$ cat config.mk
export PLATFORM = sky130hd
export DESIGN_NAME = pump_interlock_driver_flat
export DESIGN_NICKNAME = d
export VERILOG_FILES = /design/src/rtl/pump_interlock_if.sv /design/src/rtl/pump_interlock_driver.sv /design/src/flat_wrapper.sv
export SDC_FILE = /design/constraint.sdc
export NUM_CORES = 1
export LEC_CHECK = 0
export ABC_AREA = 1
export ABC_CLOCK_PERIOD_IN_PS = 4400
export BUFFER_PORTS_ARGS = -buffer_cell sky130_fd_sc_hd__clkbuf_2
export CORE_MARGIN = 1.5
export CORE_UTILIZATION = 40
export CTS_BUF_LIST = sky130_fd_sc_hd__clkbuf_8
export DETAILED_ROUTE_END_ITERATION = 12
export PLACE_DENSITY = 0.57
export SLEW_MARGIN = 20
export SYNTH_ARGS = -nofsm -noshare
export SYNTH_HDL_FRONTEND = slang
export SYNTH_SLANG_ARGS = --single-unit
$ cat constraint.sdc
create_clock -name clk -period 4.4 [get_ports clk]
set_input_delay 0.66 -clock clk [delete_from_list [all_inputs] [get_ports clk]]
set_output_delay 0.66 -clock clk [all_outputs]
set_load 0.05 [all_outputs]
$ cat src/rtl/pump_interlock_if.sv
// Pump interlock signal bundle: controller-side requests in, pump drives and status out.
// The master modport is the aquarium controller; the slave modport is the interlock driver.
interface pump_interlock_if;
    logic       req_hot;
    logic       req_cold;
    logic       fault_clr;
    logic       pump_hot_en;
    logic       pump_cold_en;
    logic       fault;
    logic       req_conflict;
    logic [2:0] state;

    modport master (
        output req_hot,
        output req_cold,
        output fault_clr,
        input  pump_hot_en,
        input  pump_cold_en,
        input  fault,
        input  req_conflict,
        input  state
    );

    modport slave (
        input  req_hot,
        input  req_cold,
        input  fault_clr,
        output pump_hot_en,
        output pump_cold_en,
        output fault,
        output req_conflict,
        output state
    );
endinterface

$ cat src/rtl/pump_interlock_driver.sv
// Hot/cold pump interlock: mutual exclusion, dead time, minimum and maximum on-time,
// and a sticky over-run fault that needs an explicit acknowledge.
module pump_interlock_driver #(
    parameter int CNT_W         = 31,
    parameter int DEAD_CYCLES   = 100_000_000,
    parameter int MIN_ON_CYCLES = 250_000_000,
    parameter int MAX_ON_CYCLES = 1_500_000_000
) (
    input  logic              clk,
    input  logic              clr,
    pump_interlock_if.slave   pif
);

    typedef enum logic [2:0] {
        IDLE    = 3'd0,
        HOT_ON  = 3'd1,
        COLD_ON = 3'd2,
        DEAD    = 3'd3,
        FAULT   = 3'd4
    } state_e;

    localparam logic [CNT_W-1:0] DEAD_LAST = CNT_W'(DEAD_CYCLES - 1);
    localparam logic [CNT_W-1:0] MIN_LAST  = CNT_W'(MIN_ON_CYCLES - 1);
    localparam logic [CNT_W-1:0] MAX_LAST  = CNT_W'(MAX_ON_CYCLES - 1);

    state_e           state_q, state_d;
    logic [CNT_W-1:0] cnt_q, cnt_d;
    logic             hot_en_q, hot_en_d;
    logic             cold_en_q, cold_en_d;
    logic             fault_q, fault_d;
    logic             conflict_q, conflict_d;

    logic             hot_release;
    logic             cold_release;

    // A pump is released when its request drops or the opposite pump is asked for.
    assign hot_release  = !pif.req_hot  || pif.req_cold;
    assign cold_release = !pif.req_cold || pif.req_hot;

    always_comb begin
        state_d    = state_q;
        cnt_d      = cnt_q;
        conflict_d = 1'b0;

        case (state_q)
            IDLE: begin
                if (pif.req_hot && !pif.req_cold) begin
                    state_d = HOT_ON;
                end else if (pif.req_cold && !pif.req_hot) begin
                    state_d = COLD_ON;
                end else if (pif.req_hot && pif.req_cold) begin
                    conflict_d = 1'b1;
                end
            end
            HOT_ON: begin
                if (cnt_q >= MIN_LAST && hot_release) begin
                    state_d = DEAD;
                end else if (cnt_q == MAX_LAST && pif.req_hot) begin
                    state_d = FAULT;
                end
            end
            COLD_ON: begin
                if (cnt_q >= MIN_LAST && cold_release) begin
                    state_d = DEAD;
                end else if (cnt_q == MAX_LAST && pif.req_cold) begin
                    state_d = FAULT;
                end
            end
            DEAD: begin
                if (cnt_q == DEAD_LAST) begin
                    state_d = IDLE;
                end
            end
            FAULT: begin
                if (pif.fault_clr) begin
                    state_d = DEAD;
                end
            end
            default: begin
                state_d = IDLE;
            end
        endcase

        // Counter restarts on every state entry; saturating keeps long IDLE/FAULT stays from wrapping.
        if (state_d != state_q) begin
            cnt_d = '0;
        end else if (cnt_q != MAX_LAST) begin
            cnt_d = cnt_q + CNT_W'(1);
        end

        hot_en_d  = (state_d == HOT_ON);
        cold_en_d = (state_d == COLD_ON);
        fault_d   = (state_d == FAULT);
    end

    always_ff @(posedge clk) begin
        if (clr) begin
            state_q    <= IDLE;
            cnt_q      <= '0;
            hot_en_q   <= 1'b0;
            cold_en_q  <= 1'b0;
            fault_q    <= 1'b0;
            conflict_q <= 1'b0;
        end else begin
            state_q    <= state_d;
            cnt_q      <= cnt_d;
            hot_en_q   <= hot_en_d;
            cold_en_q  <= cold_en_d;
            fault_q    <= fault_d;
            conflict_q <= conflict_d;
        end
    end

    assign pif.pump_hot_en  = hot_en_q;
    assign pif.pump_cold_en = cold_en_q;
    assign pif.fault        = fault_q;
    assign pif.req_conflict = conflict_q;
    assign pif.state        = state_q;

endmodule
$ cat src/flat_wrapper.sv
// flat-port wrapper written by rule: the top's interface ports become plain ports
module pump_interlock_driver_flat 
#(
    parameter int CNT_W         = 31,
    parameter int DEAD_CYCLES   = 100_000_000,
    parameter int MIN_ON_CYCLES = 250_000_000,
    parameter int MAX_ON_CYCLES = 1_500_000_000
)
  (clk, clr, pif_req_hot, pif_req_cold, pif_fault_clr, pif_pump_hot_en, pif_pump_cold_en, pif_fault, pif_req_conflict, pif_state);
  pump_interlock_if pif_i ();
  input  logic clk;
  input  logic clr;
  input wire logic [$bits(pif_i.req_hot)-1:0] pif_req_hot;
  input wire logic [$bits(pif_i.req_cold)-1:0] pif_req_cold;
  input wire logic [$bits(pif_i.fault_clr)-1:0] pif_fault_clr;
  output wire logic [$bits(pif_i.pump_hot_en)-1:0] pif_pump_hot_en;
  output wire logic [$bits(pif_i.pump_cold_en)-1:0] pif_pump_cold_en;
  output wire logic [$bits(pif_i.fault)-1:0] pif_fault;
  output wire logic [$bits(pif_i.req_conflict)-1:0] pif_req_conflict;
  output wire logic [$bits(pif_i.state)-1:0] pif_state;
  assign pif_i.req_hot = pif_req_hot;
  assign pif_i.req_cold = pif_req_cold;
  assign pif_i.fault_clr = pif_fault_clr;
  assign pif_pump_hot_en = pif_i.pump_hot_en;
  assign pif_pump_cold_en = pif_i.pump_cold_en;
  assign pif_fault = pif_i.fault;
  assign pif_req_conflict = pif_i.req_conflict;
  assign pif_state = pif_i.state;
  pump_interlock_driver #(.CNT_W(CNT_W), .DEAD_CYCLES(DEAD_CYCLES), .MIN_ON_CYCLES(MIN_ON_CYCLES), .MAX_ON_CYCLES(MAX_ON_CYCLES)) u_core (.clk(clk), .clr(clr), .pif(pif_i));
endmodule
# Word level (Yosys, flattened, before mapping)
# Index checks and enable logic that the tools add are counted.
[classes]
n_addsub = 1
order_cmp = 1
n_eq_ne = 11
mux = 10
n_bitwise = 1
reduce_logical = 14
[ops]
columns = ["cell", "n"]
rows = [
  ["adder 31 x 1 -> 31 bit, second input constant", 1],
  ["== test 31 x 27 -> 1 bit, second input constant", 1],
  ["== test 31 bit, second input constant", 1],
  [">= comparator 31 x 28 -> 1 bit, second input constant", 1],
  ["inequality test 31 bit, second input constant", 1],
  ["two-way mux 3 bit", 8],
  ["one-hot mux 3 bit (5 select lines)", 1],
  ["== test 3 x 2 -> 1 bit, second input constant", 3],
  ["logical AND 1 bit", 7],
  ["== test 3 x 1 -> 1 bit, second input constant", 2],
  ["== test 3 bit, second input constant", 2],
  ["OR reduction 4 bit", 1],
  ["zero test 3 bit", 1],
  ["inequality test 3 bit", 1],
  ["zero test 1 bit", 2],
  ["logical OR 1 bit", 2],
  ["OR reduction 2 bit", 1],
  ["two-way mux 1 bit", 1],
  ["NOT 1 bit", 1],
]
[totals]
output_inout_bits = 7
word_cells = 44
in_bits = 5
register_bits = 38

# Logic depth before layout (Yosys ltp)
# Gate-level depths: netlist of the first run.
[logic_depth]
ltp_word = 7
mapped_depth = 19
mapped_depth_nobuf = 17

# Worst setup path after synthesis of the first run
# Ideal clock, no wire load.
[synth_path]
kind = "input-to-reg"
startpoint = "in pif_req_cold"
endpoint = "reg u_core.cnt_q[21]"
setup_time_ns = 0.061
slack_ns = 2.343
path_buffers = 1
cell_stages = 14
arrival_ns = 1.996
cell_sequence = "inv_1 > ha_1 > inv_1 > o21ai_0 > nand2_1 > nand3_1 > nor2_4 > nand3_2 > nand2_1 > nand2_1 > nor2_4 > nand2_4 > buf_12 > nor2_4"
[synth_via]
elab_chain_len = 7
elab_cells_between_ends = 16
classes_between = "eq/ne (1); mux (6); reduce/logical (9)"
[synth_rtl]
columns = ["element", "line_no", "source"]
rows = [
  ["from (decl)", "flat_wrapper.sv:14", "input wire logic [$bits(pif_i.req_cold)-1:0] pif_req_cold;"],
  ["zero test 1 bit", "pump_interlock_driver.sv:38, pump_interlock_driver.sv:47", ""],
  ["logical OR 1 bit", "pump_interlock_driver.sv:38", "assign cold_release = !pif.req_cold || pif.req_hot;"],
  ["logical AND 1 bit", "pump_interlock_driver.sv:63", "if (cnt_q >= MIN_LAST && cold_release) begin"],
  ["two-way mux 3 bit", "pump_interlock_driver.sv:63", ""],
  ["one-hot mux 3 bit (5 select lines) *", "pump_interlock_driver.sv:45", "case (state_q)"],
  ["inequality test 3 bit *", "pump_interlock_driver.sv:85", "if (state_d != state_q) begin"],
  ["OR reduction 2 bit (no source line) *", "n/a", ""],
  ["to (signal assigned)", "pump_interlock_driver.sv:106", "cnt_q <= cnt_d;"],
  ["to (decl)", "pump_interlock_driver.sv:27", "logic [CNT_W-1:0] cnt_q, cnt_d;"],
]
# Every way passes the cells marked *; elsewhere a longest branch is shown, timed or not.
# A chain may end at the register's enable or synchronous reset.

# Final worst setup path of the first run
[layout_path]
startpoint = "reg u_core.cnt_q[0]"
endpoint = "reg u_core.cnt_q[15]"
[layout_via]
elab_chain_len = 7
elab_cells_between_ends = 17
classes_between = "add/sub (1); order compare (1); eq/ne (4); mux (6); reduce/logical (5)"
[layout_rtl]
columns = ["element"]
rows = [
  ["branches (longest 7 deep; another with >= comparator 31 x 28 -> 1 bit)"],
]
# Several ways; the timed one is not identified.

==> results of run 1 <==
==> cells in the mapped netlist, drive strengths merged <==
cell,count,area (um^2)
nand4,13,87.6
mux2i,1,10.0
dfxtp,38,761
a21boi,1,7.51
nor3b,1,12.5
xnor2,3,26.3
nand3,22,125
nand3b,1,7.51
inv,67,254
a21o,1,7.51
and3,1,6.26
nor4,2,18.8
buf,8,100
nor2,85,613
a21oi,3,15.0
nor3,13,65.1
xor2,25,219
ha,4,50.1
o21ai,5,28.8
nand2,80,333
==> kinds of logic (layout without fill, tap and decap cells) <==
logic type / after synthesis / count (layout)
buffers and inverters: 75 / 86
and+or+nand+nor: 218 / 218
adders and majority gates: 4 / 4
DFF: 38 / 38
xor gates and xnor gates: 28 / 28
muxes: 1 / 1
AOI/OAI and AO/OA: 10 / 10
==> worst register-to-register path, stage by stage (launching register included) <==
cell,delay (ps)
dfxtp_1,370
ha_1,180
nand2_1,70
inv_2,90
nand2_1,130
nor2_8,180
nand3_2,260
o21ai_1,210
nand2_1,70
nand2_1,70
nand2_2,50
nor2_2,170
o21ai_2,90
nand2_4,670
nor2_1,90
==> report_power, final <==
group / switching, mW / internal, mW
combinational: 0.111 / 0.0329
clock: 0.134 / 0.227
sequential: 0.00780 / 0.352
==> layout make-up <==
cell class | instances | area (um^2) | area share [%]
timing repair buffer | 11 | 55.1 | 1.87
clock inverter | 3 | 68.8 | 2.34
sequential | 38 | 761 | 25.9
tap | 80 | 100 | 3.40
multi-input combinational | 261 | 1630 | 55.5
clock buffer | 5 | 68.8 | 2.34
inverter | 67 | 254 | 8.64
==> worst max path at each step <==
stage                                  end  slack, ps
after global placement    u_core.cnt_q[15]       1680
final                     u_core.cnt_q[15]       1540
after CTS                 u_core.cnt_q[15]       1550
after global routing      u_core.cnt_q[15]       1340
after floorplan           u_core.cnt_q[21]       2340
after detailed placement  u_core.cnt_q[15]       1570
==> layout by cell type, fill, tap and decap left out, types with 2 or more instances in the layout <==
master	count
xnor2_1	3
nor2_4	36
ha_1	4
nand2_4	2
o21ai_0	2
clkbuf_8	5
a21oi_1	3
clkbuf_2	11
inv_2	9
nand3_1	19
o21ai_1	2
nor2_1	45
dfxtp_1	38
nor2_2	3
xor2_1	25
inv_1	57
nand3_2	3
nand2_2	7
nor3_1	13
nand2_1	71
bufinv_16	2
nand4_1	12
==> layer usage <==
layer / global-route usage [%] / vias to the layer above / wire length [um]
met5: 0 / - / 0
li1: - / 1158 / -
met4: 5.28 / 0 / 76
met2: 27.1 / 12 / 2560
met1: 21.7 / 962 / 2780
met3: 4.04 / 7 / 116
==> flip-flops by register name (all words and copies together) (netlist names) <==
register,cells
u_core.cnt_q,31
u_core.pif.fault,1
u_core.pif.pump_cold_en,1
u_core.pif.req_conflict,1
u_core.pif.pump_hot_en,1
u_core.pif.state,3
==> stage by stage <==
step	hold slack [ps]	instance area, um^2	std cells	utilization (%)
after floorplan	533	2750	374	-
after global placement	551	2800	457	41.7
after detailed placement	545	2800	457	41.7
after CTS	546	2940	465	43.8
after global routing	566	2940	465	43.8
final	552	2940	465	43.8
==> run metrics, run 1 <==
adder-cell area share of the yosys netlist=1.82%; Synth Area in Simple Gates=46.2%; clock slew at reported path FFs=roughly 80 ps; ant diodes=0; Post-Route WL=5530 um; post-synthesis xor/xnor area fraction=8.93%; Detailed Routing Iterations Pass 1=4; critical path, cell by cell=ha_1 > nand2_1 > inv_2 > nand2_1 > nor2_8 > nand3_2 > o21ai_1 > nand2_1 > nand2_1 > nand2_2 > nor2_2 > o21ai_2 > nand2_4 > nor2_1; Post-CTS Resized=0; Horiz. Die Dim=85.9 um; final RePlAce weighted congestion=around 0.83; final setup margin=1540 ps; Yosys warning total=0; Fill cells=700; num rows=30; GRT Resource Usage Total=~17%; skew final=11.4 ps; Worst setup EP type=flip-flop; worst hold path type=flip-flop to flip-flop; largest family of logic cells by synthesized area=simple AND/OR/NAND/NOR gates; Largest stage delay, worst path=between 600 and 700 ps; critical hold path startpoint=u_core.pif.state[2]; Seq/Total Area, Yosys=~28%; RSZ-0062 raised after global routing=false; IO Pins=12; Final period util=65.0%; mux cell area share after synthesis=0.364%; postcts setup bufs=0; drt initial violations=120; start point of the critical path=u_core.cnt_q[0]; Setup Viol. Count Final=0; Worst Max-Slew Pin Slew=916 ps; CP max FO=31; Avg Vias per Cell=approximately 4.6; maximum vdd drop=0.115 mV; drt drc=0; Fin Setup TNS=0 ps; # port buffers=11; Gate Count Post-Synth=374; Max-slew headroom=38.9%; worst path required time=between 4000 and 5000 ps; CTS Buf Count=5; core footprint=6720 um^2; Pleak=1.22 nW; first-pass GRT wire length=9560 um; Top Family by Delay on Critical Path=simple AND/OR/NAND/NOR gates; syn nets=383; Critical Path Slowest Stage Cell=nand2_4; Slew Limit Fails=0; R2R Path End=u_core.cnt_q[15]; Die ar.=7380 um^2; Final Hold Fails=0; R2R Setup Slk=1540 ps; Crit path buffers/inverters=1; Fmax=0.350 GHz; Starting Density=40.9%; FF-to-FF Start=u_core.cnt_q[0]; outcome=complete, no violations; Most common cell on crit path=nand2_1; vias in the first global route=2057; antenna viol nets, final=0; maxcap violations=0; clock root buffer=clkbuf_8; share of post-route cells with drive strength above 1=22.1%; Max clock buf depth=2; worst hold stages=1; worst reg2reg path depth=14; Hold Path Sink=u_core.pif.req_conflict; final net count=393; fin crit period=2860 ps; grt ovf=0; post-synthesis cell area=2750 um^2; clock latency on the worst-skew pair=roughly 300 ps; DR WL/cell=11.9 um; CTS tree=built; power density over the cells=around 290 nW/um^2; area added between synthesis and finish=7.01%; H-tree depth=2; Post-Syn Area per Cell=7.35 um^2; via count=2139; initial antenna violation count=0; CP Class=flip-flop to flip-flop; worst slack, placed=roughly 1600 ps; hold buffer count at cts=0; # clock sinks=38; HPWL Detailed=4240 um; Synth Area in Compound Gates=~2.1%; WP depth=14; Total Power=around 0.87 mW; CP Launch Type=flip-flop; die height=about 86 um; number of synthesized register bits=38; Unique masters post-synth=35; largest net degree at the start of global routing=32; Critical Path AT=3020 ps
Power figures use the tool's default switching activity.
==> inputs of run 2 (changes only) <==
--- a/config.mk
+++ b/config.mk
@@ -6,13 +6,13 @@
 export NUM_CORES = 1
 export LEC_CHECK = 0
 export ABC_AREA = 1
-export ABC_CLOCK_PERIOD_IN_PS = 4400
+export ABC_CLOCK_PERIOD_IN_PS = 2310
 export BUFFER_PORTS_ARGS = -buffer_cell sky130_fd_sc_hd__clkbuf_2
 export CORE_MARGIN = 1.5
 export CORE_UTILIZATION = 40
 export CTS_BUF_LIST = sky130_fd_sc_hd__clkbuf_8
 export DETAILED_ROUTE_END_ITERATION = 12
-export PLACE_DENSITY = 0.57
+export PLACE_DENSITY = 0.59
 export SLEW_MARGIN = 20
 export SYNTH_ARGS = -nofsm -noshare
 export SYNTH_HDL_FRONTEND = slang
==> constraint.sdc (replaced) <==
create_clock -name clk -period 2.31 [get_ports clk]
set_input_delay 0.3465 -clock clk [delete_from_list [all_inputs] [get_ports clk]]
set_output_delay 0.3465 -clock clk [all_outputs]
set_load 0.05 [all_outputs]
==> run metrics, run 2 (synthesis results as in run 1) <==
Critical Path Slowest Stage Cell=dfxtp_1; worst hold path type=primary input to flip-flop; Die ar.=7380 um^2; IO Pins=12; CTS tree=built; Starting Density=40.9%; Seq pwr share=approximately 44%; via count=2280; first-pass GRT wire length=10200 um; Worst setup EP type=flip-flop; RSZ-0062 raised after global routing=true; Fill cells=685; most frequent cells in the layout=nand2_1 (66), inv_1 (57), nor2_1 (41); DR WL/cell=between 10 and 15 um; Worst Max-Slew Pin Slew=roughly 400 ps; Detailed Routing Iterations Pass 1=4; Setup Viol. Count Final=0; dpl cells=466; Final period util=95.2%; Critical Path AT=approximately 2400 ps; vias in the first global route=approximately 2300; Final Hold Fails=0; clock root buffer=clkbuf_8; skew final=3.66 ps; final net count=~410; HPWL Detailed=4630 um; cell-internal power=~1.1 mW; power density over the cells=497 nW/um^2; num rows=30; commonest non-fill, non-tap cell in the layout=nand2_1; Clk network pwr share=31.3%; ant diodes=0; Post-Route WL=6050 um; area post-placement=2900 um^2; switch share=32.9%; share of post-route cells with drive strength above 1=a little under a third; drt initial violations=123; final std cells w/o fill=481; area added between synthesis and finish=15.0%; CP Class=flip-flop to flip-flop; CP Launch Type=flip-flop; max reg flops=31; critical path, cell by cell=ha_2 > nand2_1 > inv_2 > nand3_1 > nor2_1 > nand3b_1 > nand3_4 > nand3_1 > nand2_2 > nor2_4 > o21ai_4 > nand2_8 > buf_12 > nor2_1; post-layout util=47.0%; die height=85.9 um; clock latency on the worst-skew pair=300 ps; # port buffers=11; Fmax=0.455 GHz; CP max FO=10; grt ovf=0; Slew Limit Fails=0; maximum vdd drop=~0.23 mV; initial antenna violation count=0; drt drc=0; Largest stage delay, worst path=around 350 ps; Top reg by flops=u_core.cnt_q; worst hold stages=2; antenna viol nets, final=0; core footprint=between 6000 and 7000 um^2; worst path required time=2550 ps; Avg Vias per Cell=between 4 and 5; Max clock buf depth=2; clock slew at reported path FFs=80 ps; Pleak=1.31 nW; hold buffer count at cts=0; net switching power=0.517 mW; hold slack=272 ps; Horiz. Die Dim=85.9 um; H-tree depth=2; CTS Buf Count=5; Comb pwr share=25.0%; fin crit period=2200 ps; Max-slew headroom=between 70% and 80%; worst reg2reg path depth=14; final RePlAce weighted congestion=0.870; Final Instance Area=3160 um^2; outcome=complete, no violations; largest net degree at the start of global routing=14; maxcap violations=0; GRT Resource Usage Total=between 15 and 20%; # clock sinks=38
-- run 2: final timing paths --
check	slack (ps)	end	start
worst max-delay path	110	u_core.cnt_q[15]	u_core.cnt_q[0]
worst min-delay path	270	u_core.pif.state[1]	clr
worst max register to register	110	u_core.cnt_q[15]	u_core.cnt_q[0]
worst min register to register	560	u_core.cnt_q[4]	u_core.cnt_q[4]
-- run 2: routing by layer --
layer  GRT usage [%]  wire [um]  share of wire [%]
met1            22.1       2830                 47
met2            30.2       2880                 48
met3            2.98        159                2.6
met4            6.74        173                2.9
met5               0          0                  0
-- run 2: per-stage QoR --
stage | total power, mW | setup WS (ps) | TNS (ps)
2_1_floorplan | 0.980 | 287 | 0
3_3_place_gp | 1.03 | 73.8 | 0
3_5_place_dp | 1.03 | 54.4 | 0
4_1_cts | 1.52 | 18.6 | 0
5_1_grt | 1.64 | -35.7 | -232
6_report | 1.57 | 111 | 0
-- run 2: layout make-up --
type | count | area, um^2 | share of cell area (%)
Multi-Input combinational cell | 261 | 1720 | 54.3
Sequential cell | 38 | 774 | 24.5
Inverter | 67 | 254 | 8.04
Timing Repair Buffer | 27 | 221 | 7.01
Tap cell | 80 | 100 | 3.17
Clock buffer | 6 | 82.6 | 2.61
Clock inverter | 2 | 12.5 | 0.396
-- run 2: power groups by stage --
stage	Sequential, mW	Clock (mW)	Combinational (mW)
final	0.687	0.492	0.394
after global routing	0.689	0.534	0.420
after CTS	0.685	0.503	0.332
after detailed placement	0.701	0	0.331
after global placement	0.700	0	0.330
after floorplan	0.733	0	0.247
-- run 2: critical path, delay by kind of cell, from the launching register on --
kind | cells | cell delay [ps]
AND/OR/NAND/NOR | 10 | 1140
flip-flops | 1 | 350
buffers and inverters | 2 | 260
AO/OA/AOI/OAI | 1 | 200
adder cells (fa/ha/maj) | 1 | 190
-- run 2: repair_timing --
| action | CTS | global route |
|---|---|---|
| buffers inserted | 0 | 6 |
| endpoints found under the setup margin | 0 | 31 |
| gates resized for setup | 0 | 32 |
